File: src/rtl/trng_conditioner.sv
// Purpose: conditions a raw ring-oscillator bit into bytes (2-flop sync, divider, von Neumann, repetition health test).
// Latency: a byte is presented one cycle after the sample tick that completes it.
// Backpressure: none upstream; a byte completing while the output is still held is dropped and flagged in overflow.
module trng_conditioner #(
   parameter int SAMPLE_DIV = 16,
   parameter int REP_LIMIT  = 32
) (
   input  logic       clk,
   input  logic       rst,
   input  logic       rnd_in,
   input  logic       enable,
   output logic [7:0] byte_out,
   output logic       byte_valid,
   input  logic       byte_ready,
   output logic       overflow,
   output logic       stuck_fault
);

   localparam int               DIV_W    = (SAMPLE_DIV > 1) ? $clog2(SAMPLE_DIV) : 1;
   localparam logic [DIV_W-1:0] DIV_LAST = DIV_W'(SAMPLE_DIV - 1);
   localparam logic [7:0]       REP_MAX  = 8'(REP_LIMIT);

   // von Neumann pairing phase
   localparam logic [0:0] ST_FIRST  = 1'b0;
   localparam logic [0:0] ST_SECOND = 1'b1;

   logic             sync_q1;
   logic             sync_q2;
   logic [DIV_W-1:0] div_cnt;
   logic             tick;
   logic [0:0]       vn_state;
   logic             vn_a;
   logic [7:0]       shift_q;
   logic [2:0]       bit_cnt;
   logic [7:0]       run_cnt;
   logic [7:0]       run_next;
   logic             prev_bit;
   logic             rep_first;
   logic             emit;
   logic             byte_done;
   logic [7:0]       shift_next;

   // The bit emitted for an unequal pair is the first sample: (1,0) -> 1, (0,1) -> 0.
   assign tick       = enable && (div_cnt == DIV_LAST);
   assign emit       = tick && (vn_state == ST_SECOND) && (vn_a != sync_q2);
   assign shift_next = {shift_q[6:0], vn_a};
   assign byte_done  = emit && (bit_cnt == 3'd7);

   // Next run length of identical samples, saturating at the fault threshold
   always_comb begin
      run_next = run_cnt;
      if (rep_first || (sync_q2 != prev_bit)) begin
         run_next = 8'd1;
      end else if (run_cnt < REP_MAX) begin
         run_next = run_cnt + 8'd1;
      end
   end

   // Two-flop synchronizer for the asynchronous raw bit
   always_ff @(posedge clk) begin
      if (rst) begin
         sync_q1 <= 1'b0;
         sync_q2 <= 1'b0;
      end else begin
         sync_q1 <= rnd_in;
         sync_q2 <= sync_q1;
      end
   end

   // Sample divider: held at zero while disabled, wraps after the tick cycle
   always_ff @(posedge clk) begin
      if (rst || !enable) begin
         div_cnt <= '0;
      end else if (div_cnt == DIV_LAST) begin
         div_cnt <= '0;
      end else begin
         div_cnt <= div_cnt + DIV_W'(1);
      end
   end

   // Von Neumann pairing; disabling restarts pairing so a stale first sample is never reused
   always_ff @(posedge clk) begin
      if (rst) begin
         vn_state <= ST_FIRST;
         vn_a     <= 1'b0;
      end else if (!enable) begin
         vn_state <= ST_FIRST;
      end else if (tick) begin
         if (vn_state == ST_FIRST) begin
            vn_a     <= sync_q2;
            vn_state <= ST_SECOND;
         end else begin
            vn_state <= ST_FIRST;
         end
      end
   end

   // Byte assembly: emitted bits enter at bit 0, the first bit of a byte ends in bit 7
   always_ff @(posedge clk) begin
      if (rst) begin
         shift_q <= 8'h00;
         bit_cnt <= 3'd0;
      end else if (emit) begin
         shift_q <= shift_next;
         bit_cnt <= bit_cnt + 3'd1;
      end
   end

   // Repetition health test; the first tick after reset or re-enable starts a fresh run
   always_ff @(posedge clk) begin
      if (rst) begin
         run_cnt   <= 8'd0;
         prev_bit  <= 1'b0;
         rep_first <= 1'b1;
      end else if (!enable) begin
         rep_first <= 1'b1;
      end else if (tick) begin
         run_cnt   <= run_next;
         prev_bit  <= sync_q2;
         rep_first <= 1'b0;
      end
   end

   // Sticky stuck-source flag
   always_ff @(posedge clk) begin
      if (rst) begin
         stuck_fault <= 1'b0;
      end else if (tick && (run_next == REP_MAX)) begin
         stuck_fault <= 1'b1;
      end
   end

   // Output holding register with valid/ready handshake and sticky overflow
   always_ff @(posedge clk) begin
      if (rst) begin
         byte_out   <= 8'h00;
         byte_valid <= 1'b0;
         overflow   <= 1'b0;
      end else if (byte_done && !stuck_fault && (!byte_valid || byte_ready)) begin
         byte_out   <= shift_next;
         byte_valid <= 1'b1;
      end else begin
         if (byte_done && !stuck_fault) begin
            overflow <= 1'b1;
         end
         if (byte_valid && byte_ready) begin
            byte_valid <= 1'b0;
         end
      end
   end

endmodule

File: config.mk
export PLATFORM = sky130hd
export DESIGN_NAME = trng_conditioner
export DESIGN_NICKNAME = d
export VERILOG_FILES = /design/src/rtl/trng_conditioner.sv
export SDC_FILE = /design/constraint.sdc
export NUM_CORES = 1
export LEC_CHECK = 0
export BUFFER_PORTS_ARGS = -buffer_cell sky130_fd_sc_hd__buf_2
export CORE_MARGIN = 5
export CORE_UTILIZATION = 52
export CTS_CLUSTER_SIZE = 40
export DETAILED_ROUTE_END_ITERATION = 8
export GPL_TIMING_DRIVEN = 0
export PLACE_DENSITY = 0.86
export SYNTH_ARGS = -nofsm -noshare
export SYNTH_HDL_FRONTEND = slang
export SYNTH_SLANG_ARGS = --single-unit
File: constraint.sdc
create_clock -name clk -period 1.4 [get_ports clk]
set_input_delay 0.14 -clock clk [delete_from_list [all_inputs] [get_ports clk]]
set_output_delay 0.14 -clock clk [all_outputs]
set_load 0.01 [all_outputs]
==> run_results.csv, run 1 <==
group,metric,value,unit
run_status,status,"finished with violations",
run_status,violations,"setup timing",
worst_setup_path,r2r_cells,4,
die,core_area,3340,um2
die,die_area,4700,um2
run,cap_violations,0,
placed_design,numPortBuffers,14,
synth,syn_inst,203,
worst_setup_path,setup.worst_path.class,"reg2reg",
die,rows,21,
die,die_h,68.6,um
sta,hold-worst-slack,0.125,ns
worst_setup_path,cp.arrival,1.81,ns
route,first_iter_violations,207,
pwr,irDropWorstVdd,689,uV
synth,ys_seq_elements,39,
sta,rsz0062_at_grt,"true",
pwr,p_switching,435,uW
sta,finalHoldViolCount,0,
global_routing,grt_max_degree,13,
pwr,powerDensity,812,nW/um2
die,io_pins,16,
synth,synth.area.mux_share,0,%
placed_design,dp_hpwl,2.58,mm
synth,synth_simple_gate_area_share,26.2,%
sta,tightest_slew,0.724,ns
route,drc,0,
synth,ys_types,44,
global_routing,grt_pass1_vias,1572,
global_routing,grt_pass1_wl,7.14,mm
clock_tree,clk_pin_slew_worst_paths,0.13,ns
clock_tree,tritoncts,"built",
sta,finalMaxSlewViolations,0,
global_routing,grt_overflow,0,
pwr,intPower,1.69,mW
pwr,sw_frac_of_total,20.5,%
hold_path,min_from,"byte_ready",
sta,maxSlewHeadroom,51.7,%
hold_path,holdCritPathClass,"in2reg",
route,num_vias,1790,
route,drt-total-wl,5.44,mm
route,avgViaCountPerCell,6.11,
worst_setup_path,cp-startpoint,"run_cnt[3]",
pwr,seqPwrFrac,52.2,%
worst_setup_path,worst_r2r_endpoint,"stuck_fault",
sta,fmax,639,MHz
hold_path,min_to,"overflow",
die,initial_utilization,53.4,%
synth,ys_warn_count,0,
hold_path,worstHoldPathCells,4,
synth,synth_area,1780,um2
worst_setup_path,r2r-start,"run_cnt[3]",
synth,syn-num-nets,212,
synth,postSynthAreaPerCell,8.78,um2
placed_design,dp.cells,263,
synth,synth_top_family_by_area,"simple AND/OR/NAND/NOR gates",
cells_and_area,diodes,0,
sta,post-route-min-period,1.56,ns
route,wl_per_cell,18.6,um
synth,synthXorXnorAreaFrac,3.86,%
clock_tree,cts_sinks,39,
synth,synth_fa_ha_area_share,2.81,%
clock_tree,h-tree-depth,2,
cells_and_area,fill_cells,202,
cells_and_area,syn2layout_area_growth,46.8,%
cells_and_area,post_route_cells_drive_above_1_share,51.0,%
pwr,combinationalPowerShare,3.7,%
worst_setup_path,setup.worst_path.start_class,"flop",
pwr,clkPwrFrac,44.1,%
global_routing,grt_usage,20.3,%
clock_tree,clk_latency,0.35,ns
pwr,p_leak,1.01,nW
die,die_w,68.6,um
worst_setup_path,reg2reg_setup_slack,-0.16,ns
worst_setup_path,endpoint_kind,"flop",
synth,yosysSeqAreaShare,43.8,%
synth,synth_compound_area_share,17.5,%
cells_and_area,num-nets-final,255,
cells_and_area,fin_cells,293,
worst_setup_path,cp_max_fo,5,
route,ant_nets,0,
global_routing,antenna_found_initial,0,
clock_tree,cts-root-buf,"clkbuf_4",
sta,finalWorstSetupSlack,-0.164,ns
cells_and_area,multi_input_area,1290,um2
sta,finalSetupViolations,19,
route,drt_first_pass_iters,5,
worst_setup_path,required,1.65,ns
clock_tree,numCtsBuffers,5,
placed_design,place_congestion,0.857,
sta,skew,0.0170,ns
cells_and_area,regArea,811,um2
clock_tree,clk_path_buf_depth,2,
sta,post-route-period-util,112,%
-- worst max-delay path by stage --
stage,slack (ns),end
CTS,-0.06,stuck_fault
detailed placement,-0.18,byte_out[0]
global placement,-0.17,run_cnt[0]
finish,-0.16,stuck_fault
floorplan,-0.05,byte_out[6]
global route,-0.19,run_cnt[0]
-- flip-flops by register name, indices dropped and copies added (netlist names) --
signal and flops:
byte_out 8, run_cnt 8, shift_q 7, div_cnt 4, bit_cnt 3, byte_valid 1
overflow 1, prev_bit 1, rep_first 1, stuck_fault 1, sync_q1 1, sync_q2 1
vn_a 1, vn_state 1
-- logic make-up (layout without fill, tap and decap cells) --
group,Yosys count,in the layout
buffers and inverters,15,58
AOI/OAI and AO/OA,56,56
xor gates and xnor gates,7,7
DFF,39,39
and+or+nand+nor,82,83
adders and majority gates,4,4
-- repair_timing --
| action | in CTS | in global routing |
|---|---|---|
| hold buffers | 1 | 0 |
| buffers inserted | 14 | 8 |
| gates cloned | 2 | 1 |
| endpoints found under the hold margin | 1 | 0 |
| pin swaps | 14 | 31 |
| gates resized for setup | 34 | 70 |
| endpoints found under the setup margin | 25 | 25 |
-- power groups by stage --
stage / sequential [mW] / combinational (mW) / clock [mW]
CTS: 1.11 / 0.0658 / 0.945
floorplan: 1.14 / 0.0356 / 0
detailed placement: 1.14 / 0.0529 / 0
finish: 1.11 / 0.0782 / 0.938
global route: 1.11 / 0.0830 / 0.987
global placement: 1.14 / 0.0505 / 0
-- cells in the mapped netlist, drive strengths merged --
master	count	share of area, %
dfxtp	39	44
a21oi	31	8.9
nand2	28	5.9
o21ai	15	4.2
nand3	11	3.4
buf	8	4.4
nor2	8	1.7
nor2b	8	2.8
a211oi	4	1.7
clkbuf	4	0.84
ha	4	2.8
xor2	4	2.0
and2	3	1.1
and3	3	1.3
inv	3	0.63
nand2b	3	1.1
nor3	3	1.8
nor3b	3	1.3
xnor2	3	1.9
nand3b	2	0.84
nand4b	2	0.98
nor4b	2	1.3
a2111oi	1	0.49
a31oi	1	0.35
a41oi	1	0.49
and4	1	0.49
nand4	1	0.35
nand4bb	1	0.63
nor4bb	1	0.56
o211ai	1	0.42
o21a	1	0.42
o32ai	1	0.49
or3	1	0.35
or4	1	0.42
-- layout make-up --
| class | instances | share of cell area (%) |
|---|---|---|
| plain buffers | 9 | 2.82 |
| clock buffers | 6 | 1.58 |
| clock inverters | 2 | 2.29 |
| inverters | 3 | 0.430 |
| multi-input cells | 150 | 49.2 |
| flip-flops and latches | 39 | 31.0 |
| well taps | 46 | 2.20 |
| repair buffers | 38 | 10.5 |
-- critical path: stages (launching register included) --
cell	delay, ns
dfxtp_1	0.48
nand4bb_4	0.16
nor4b_4	0.34
o211ai_1	0.17
o32ai_1	0.32
-- cells in the final DEF, fill, tap and decap left out, types with 4 or more instances in the layout --
| cell | Yosys | final |
|---|---|---|
| o21ai_0 | 15 | 7 |
| o21ai_2 | 0 | 4 |
| dfxtp_4 | 0 | 5 |
| a21oi_2 | 1 | 16 |
| clkbuf_4 | 0 | 5 |
| nand3_2 | 1 | 4 |
| buf_2 | 4 | 16 |
| buf_6 | 1 | 5 |
| a21oi_1 | 30 | 15 |
| dfxtp_1 | 39 | 25 |
| nand3_1 | 10 | 6 |
| nand2_4 | 0 | 8 |
| nor2b_1 | 8 | 7 |
| o21ai_1 | 0 | 4 |
| nand2_1 | 28 | 17 |
| clkbuf_1 | 4 | 5 |
| dfxtp_2 | 0 | 9 |
| buf_4 | 1 | 19 |
| nor2_1 | 8 | 8 |
-- through the flow --
| stage | utilization, % | cell area, um2 | power [mW] | worst slack [ns] | TNS, ns |
|---|---|---|---|---|---|
| after global placement | 58.3 | 1950 | 1.20 | -0.168 | -2.63 |
| after CTS | 68.2 | 2280 | 2.13 | -0.0633 | -0.141 |
| after floorplan | - | 1820 | 1.18 | -0.0457 | -0.486 |
| after global routing | 78.4 | 2620 | 2.18 | -0.191 | -2.26 |
| final | 78.4 | 2620 | 2.13 | -0.164 | -1.09 |
| after detailed placement | 58.3 | 1950 | 1.20 | -0.182 | -3.19 |
-- metal layers --
metal / vias to the layer above / GRT usage, % / routed length [um]
li1: 808 / - / -
met1: 875 / 24.1 / 2260
met2: 95 / 35.5 / 2770
met3: 12 / 3.40 / 322
met4: 0 / 9.18 / 82
met5: - / 0 / 0
(Power assumes the default switching activity.)
==> run 2: changes to the inputs <==
Settings changed: CORE_UTILIZATION 52 to 25, PLACE_DENSITY 0.86 to 0.54.
==> run 2 against run 1 <==
The flow still finishes with violations (setup timing). Critical path depth rose by 1. Largest power group is now clock. Count of clock-buffer cells in the layout did not move. Sequential share of layout area rose by 1.1 points.
==> run_results.csv, run 2 (synthesis gave the netlist of run 1 again) <==
group,metric,value,unit
sta,finalHoldViolCount,0,
route,first_iter_violations,49,
clock_tree,clk_latency,0.29,ns
sta,hold-worst-slack,0.0584,ns
route,drt_first_pass_iters,4,
route,drc,0,
sta,post-route-min-period,1.51,ns
clock_tree,tritoncts,"built",
placed_design,dp_slack,-0.247,ns
pwr,clkPwrFrac,48.6,%
sta,skew,0.00831,ns
die,die_area,8920,um2
placed_design,dp.cells,313,
route,avgViaCountPerCell,4.63,
cells_and_area,fin_area,2490,um2
placed_design,numPortBuffers,14,
route,drt-total-wl,4.24,mm
sta,finalMaxSlewViolations,0,
die,rows,30,
hold_path,holdCritPathClass,"in2reg",
global_routing,grt_usage,9.69,%
worst_setup_path,endpoint_kind,"flop",
pwr,seqPwrFrac,48.4,%
worst_setup_path,critical_path_buf_inv_count,1,
clock_tree,cts-hold-fix-buffers,0,
cells_and_area,syn2layout_area_growth,39.6,%
worst_setup_path,cp.arrival,1.71,ns
route,ant_nets,0,
global_routing,grt_pass1_vias,1459,
worst_setup_path,max_stage_delay,0.37,ns
die,die_w,94.5,um
worst_setup_path,path_delay_family,"compound AO/OA/AOI/OAI gates",
clock_tree,clk_pin_slew_worst_paths,0.08,ns
clock_tree,clk_path_buf_depth,2,
clock_tree,h-tree-depth,2,
clock_tree,cts-root-buf,"clkbuf_8",
sta,maxSlewHeadroom,62.2,%
cells_and_area,top_regs,"byte_out x8, run_cnt x8, shift_q x7",
worst_setup_path,cp_slowest_cell,"dfxtp_4",
pwr,intPower,1.85,mW
pwr,p_leak,0.863,nW
cells_and_area,num-nets-final,250,
cells_and_area,diodes,0,
sta,fmax,661,MHz
cells_and_area,post_route_cells_drive_above_1_share,37.2,%
cells_and_area,final_cell_mix,"30 x dfxtp_1, 26 x nand2_1, 24 x a21oi_1",
worst_setup_path,setup.worst_path.class,"reg2reg",
die,core_area,6870,um2
sta,rsz0062_at_grt,"true",
worst_setup_path,setup.worst_path.start_class,"flop",
die,die_h,94.5,um
run,cap_violations,0,
die,initial_utilization,26.0,%
die,io_pins,16,
run_status,violations,"setup timing",
cells_and_area,final_common_cell,"dfxtp_1",
pwr,powerDensity,923,nW/um2
pwr,combinationalPowerShare,3.0,%
route,wl_per_cell,12.5,um
clock_tree,numCtsBuffers,5,
sta,post-route-period-util,108,%
pwr,power,2.30,mW
pwr,sw_frac_of_total,19.7,%
sta,finalSetupViolations,16,
placed_design,place_congestion,0.820,
worst_setup_path,path_cells,"buf_12 -> or3_1 -> a211oi_2 -> a31oi_1 -> o32ai_1",
sta,finalWorstSetupSlack,-0.114,ns
route,num_vias,1565,
cells_and_area,fin_cells,338,
sta,tightest_slew,0.568,ns
pwr,p_switching,452,uW
pwr,irDropWorstVdd,474,uV
worst_setup_path,required,1.60,ns
run_status,status,"finished with violations",
worst_setup_path,cp_max_fo,4,
clock_tree,cts_sinks,39,
global_routing,antenna_found_initial,0,
global_routing,grt_max_degree,13,
placed_design,placedInstanceArea,2010,um2
global_routing,grt_overflow,0,
global_routing,grt_pass1_wl,6.81,mm
placed_design,dp_hpwl,2.66,mm
worst_setup_path,reg2reg_setup_slack,-0.11,ns
==> run 2: changes by cell type in the layout (fill, tap and decap cells not counted), sizes merged <==
cell	previous run	this run
clkbuf	11	10
buf	41	39
and3	4	3
dlygate4sd3	1	0
==> run 2: final cells by class <==
type | count | area (um2)
Inverter | 3 | 11.3
Sequential cell | 39 | 800
Multi-Input combinational cell | 149 | 1100
Tap cell | 96 | 120
Timing Repair Buffer | 32 | 223
Clock buffer | 6 | 72.6
Fill cell | 678 | 4380
Clock inverter | 2 | 60.1
Buffer | 11 | 105
==> run 2: worst paths after layout <==
| check | startpoint | to | cells after the start |
|---|---|---|---|
| worst max-delay path | run_cnt[1] | stuck_fault | 5 |
| worst min-delay path | rnd_in | sync_q1 | 2 |
| worst max register to register | run_cnt[1] | stuck_fault | 5 |
| worst min register to register | sync_q1 | sync_q2 | 1 |
==> run 2: stage by stage <==
stage	util (%)	TNS, ns
final	36.2	-0.976
after global placement	29.2	-3.52
after CTS	34.2	-0.926
after detailed placement	29.2	-3.55
after floorplan	-	-0.486
after global routing	36.2	-2.45
==> run 2: timing repair <==
| action | in CTS | in global routing |
|---|---|---|
| setup buffers | 10 | 7 |
| setup endpoints to repair | 25 | 29 |
| gates resized for setup | 27 | 27 |
| cloned | 1 | 0 |
| pin swaps | 8 | 18 |
==> run 2: worst register-to-register path: stages, from the launching register on <==
cell,delay [ns]
dfxtp_4,0.37
buf_12,0.12
or3_1,0.37
a211oi_2,0.19
a31oi_1,0.08
o32ai_1,0.29
==> run 2: per-layer routing <==
layer | GRT usage, % | vias up | share of wire (%)
met5 | 0 | - | 0
met3 | 2.63 | 7 | 2.9
met4 | 4.33 | 0 | 2.3
met1 | 11.6 | 747 | 45
met2 | 16.2 | 20 | 50
li1 | - | 791 | -
==> run 2: power groups by stage <==
stage	registers (mW)	clock network [mW]	logic (mW)
floorplan	1.14	0	0.0356
global placement	1.14	0	0.0533
detailed placement	1.14	0	0.0537
CTS	1.11	1.13	0.0636
global route	1.11	1.19	0.0762
finish	1.11	1.12	0.0679
==> run 3: changes to the inputs <==
Settings changed: REMOVE_ABC_BUFFERS set to 1, SLEW_MARGIN set to 10.
==> run 3 against run 2 <==
The flow still finishes with violations (setup timing). Critical path depth unchanged. Sequential share of layout area increased by 2.4 points. Total power decreased by 4.7%. Global-route usage decreased by 0.63 points. Combinational power decreased by 14%. Cell area decreased by 6.5%. Non-clock buffer count decreased by 16. Flip-flop and latch count unchanged. Register-to-register slack improved by 0.07 ns. Die area unchanged. Setup slack improved by 0.073 ns. Via count decreased by 4.4%. Critical path type unchanged.
==> run_results.csv, run 3 (synthesis gave the netlist of run 1 again) <==
group,metric,value,unit
worst_setup_path,reg2reg_setup_slack,-0.04,ns
global_routing,antenna_found_initial,0,
clock_tree,cts_sinks,39,
die,core_area,6870,um2
placed_design,place_congestion,0.782,
run,cap_violations,0,
cells_and_area,final_common_cell,"a21oi_1",
sta,tightest_slew,0.714,ns
sta,finalMaxSlewViolations,0,
worst_setup_path,critical_path_buf_inv_count,0,
worst_setup_path,cp_slowest_cell,"dfxtp_4",
route,drc,0,
worst_setup_path,r2r-start,"run_cnt[0]",
sta,setup_tns,-0.0687,ns
die,io_pins,16,
cells_and_area,syn2layout_area_growth,30.6,%
die,rows,30,
die,initial_utilization,26.0,%
pwr,p_leak,0.798,nW
cells_and_area,num-nets-final,238,
cells_and_area,fill_cells,698,
worst_setup_path,required,1.61,ns
sta,skew,0.00555,ns
route,drt_first_pass_iters,4,
route,first_iter_violations,147,
clock_tree,cts-hold-fix-buffers,0,
placed_design,dp_slack,-0.688,ns
sta,finalWorstSetupSlack,-0.0409,ns
clock_tree,clk_path_buf_depth,2,
die,die_w,94.5,um
clock_tree,cts-root-buf,"clkbuf_8",
clock_tree,clk_pin_slew_worst_paths,0.08,ns
global_routing,grt_pass1_vias,1332,
pwr,powerDensity,941,nW/um2
route,wl_per_cell,12.2,um
clock_tree,clk_latency,0.29,ns
global_routing,grt_overflow,0,
worst_setup_path,cp_max_fo,6,
sta,maxSlewHeadroom,52.4,%
die,die_area,8920,um2
global_routing,grt_pass1_wl,6.41,mm
route,ant_nets,0,
route,drt-total-wl,3.97,mm
worst_setup_path,path_delay_family,"compound AO/OA/AOI/OAI gates",
die,die_h,94.5,um
worst_setup_path,path_cells,"ha_4 -> nor3b_4 -> a2111oi_2 -> a21oi_1 -> o32ai_1",
clock_tree,tritoncts,"built",
worst_setup_path,endpoint_kind,"flop",
sta,post-route-min-period,1.44,ns
hold_path,holdCritPathClass,"in2reg",
sta,fmax,694,MHz
cells_and_area,final_cell_mix,"28 x a21oi_1, 27 x nand2_1, 27 x dfxtp_1",
placed_design,dp_hpwl,2.37,mm
hold_path,min_from,"rnd_in",
worst_setup_path,cp-startpoint,"run_cnt[0]",
sta,post-route-period-util,103,%
worst_setup_path,cp.arrival,1.65,ns
run_status,status,"finished with violations",
route,num_vias,1496,
cells_and_area,diodes,0,
worst_setup_path,setup.worst_path.class,"reg2reg",
route,avgViaCountPerCell,4.59,
sta,finalSetupViolations,3,
sta,rsz0062_at_grt,"true",
worst_setup_path,max_stage_delay,0.37,ns
worst_setup_path,setup.worst_path.start_class,"flop",
sta,finalHoldViolCount,0,
run_status,violations,"setup timing",
clock_tree,numCtsBuffers,5,
pwr,irDropWorstVdd,332,uV
global_routing,grt_usage,9.05,%
clock_tree,h-tree-depth,2,
cells_and_area,top_regs,"byte_out x8, run_cnt x8, shift_q x7",
cells_and_area,post_route_cells_drive_above_1_share,32.2,%
global_routing,grt_max_degree,36,
placed_design,numPortBuffers,15,
==> run 3: path summary, 6_finish.rpt <==
kind / to / depth (start not counted)
setup / recovery: stuck_fault / 5
hold / removal: sync_q1 / 2
setup reg to reg: stuck_fault / 5
hold reg to reg: sync_q2 / 1
==> run 3: power by group <==
group | internal, mW | total, mW | switching [mW]
registers | 1.11 | 1.12 | 0.00895
clock network | 0.587 | 1.01 | 0.426
logic | 0.0227 | 0.0585 | 0.0358
total | 1.72 | 2.19 | 0.471
==> run 3: repair_timing <==
action	CTS	global route
hold endpoints to repair	0	0
setup buffers	8	4
resized for setup	30	27
setup endpoints to repair	31	26
pin swaps	9	14
cloned	2	2
==> run 3: metal layers <==
layer  part of all wire [%]  track usage (%)
met1                     48             12.0
met2                     47             14.0
met5                      0                0
met4                    1.4             3.61
met3                    3.4             2.39
==> run 3: cell type report <==
cell class | count | area, um2 | share of cell area, %
Multi-Input combinational cell | 153 | 1100 | 47.4
Sequential cell | 39 | 803 | 34.5
Timing Repair Buffer | 27 | 169 | 7.25
Tap cell | 96 | 120 | 5.16
Clock buffer | 6 | 82.6 | 3.55
Clock inverter | 2 | 38.8 | 1.67
Inverter | 3 | 11.3 | 0.484
==> run 3: stage by stage <==
| step | total power, mW | cells | instance area [um2] | hold slack (ns) | util [%] |
|---|---|---|---|---|---|
| global route | 2.28 | 326 | 2330 | 0.0602 | 33.9 |
| detailed placement | 1.19 | 302 | 1880 | 0.369 | 27.4 |
| global placement | 1.19 | 302 | 1880 | 0.358 | 27.4 |
| floorplan | 1.16 | 191 | 1690 | 0.202 | - |
| finish | 2.19 | 326 | 2330 | 0.0549 | 33.9 |
| CTS | 2.21 | 320 | 2190 | 0.0526 | 31.9 |
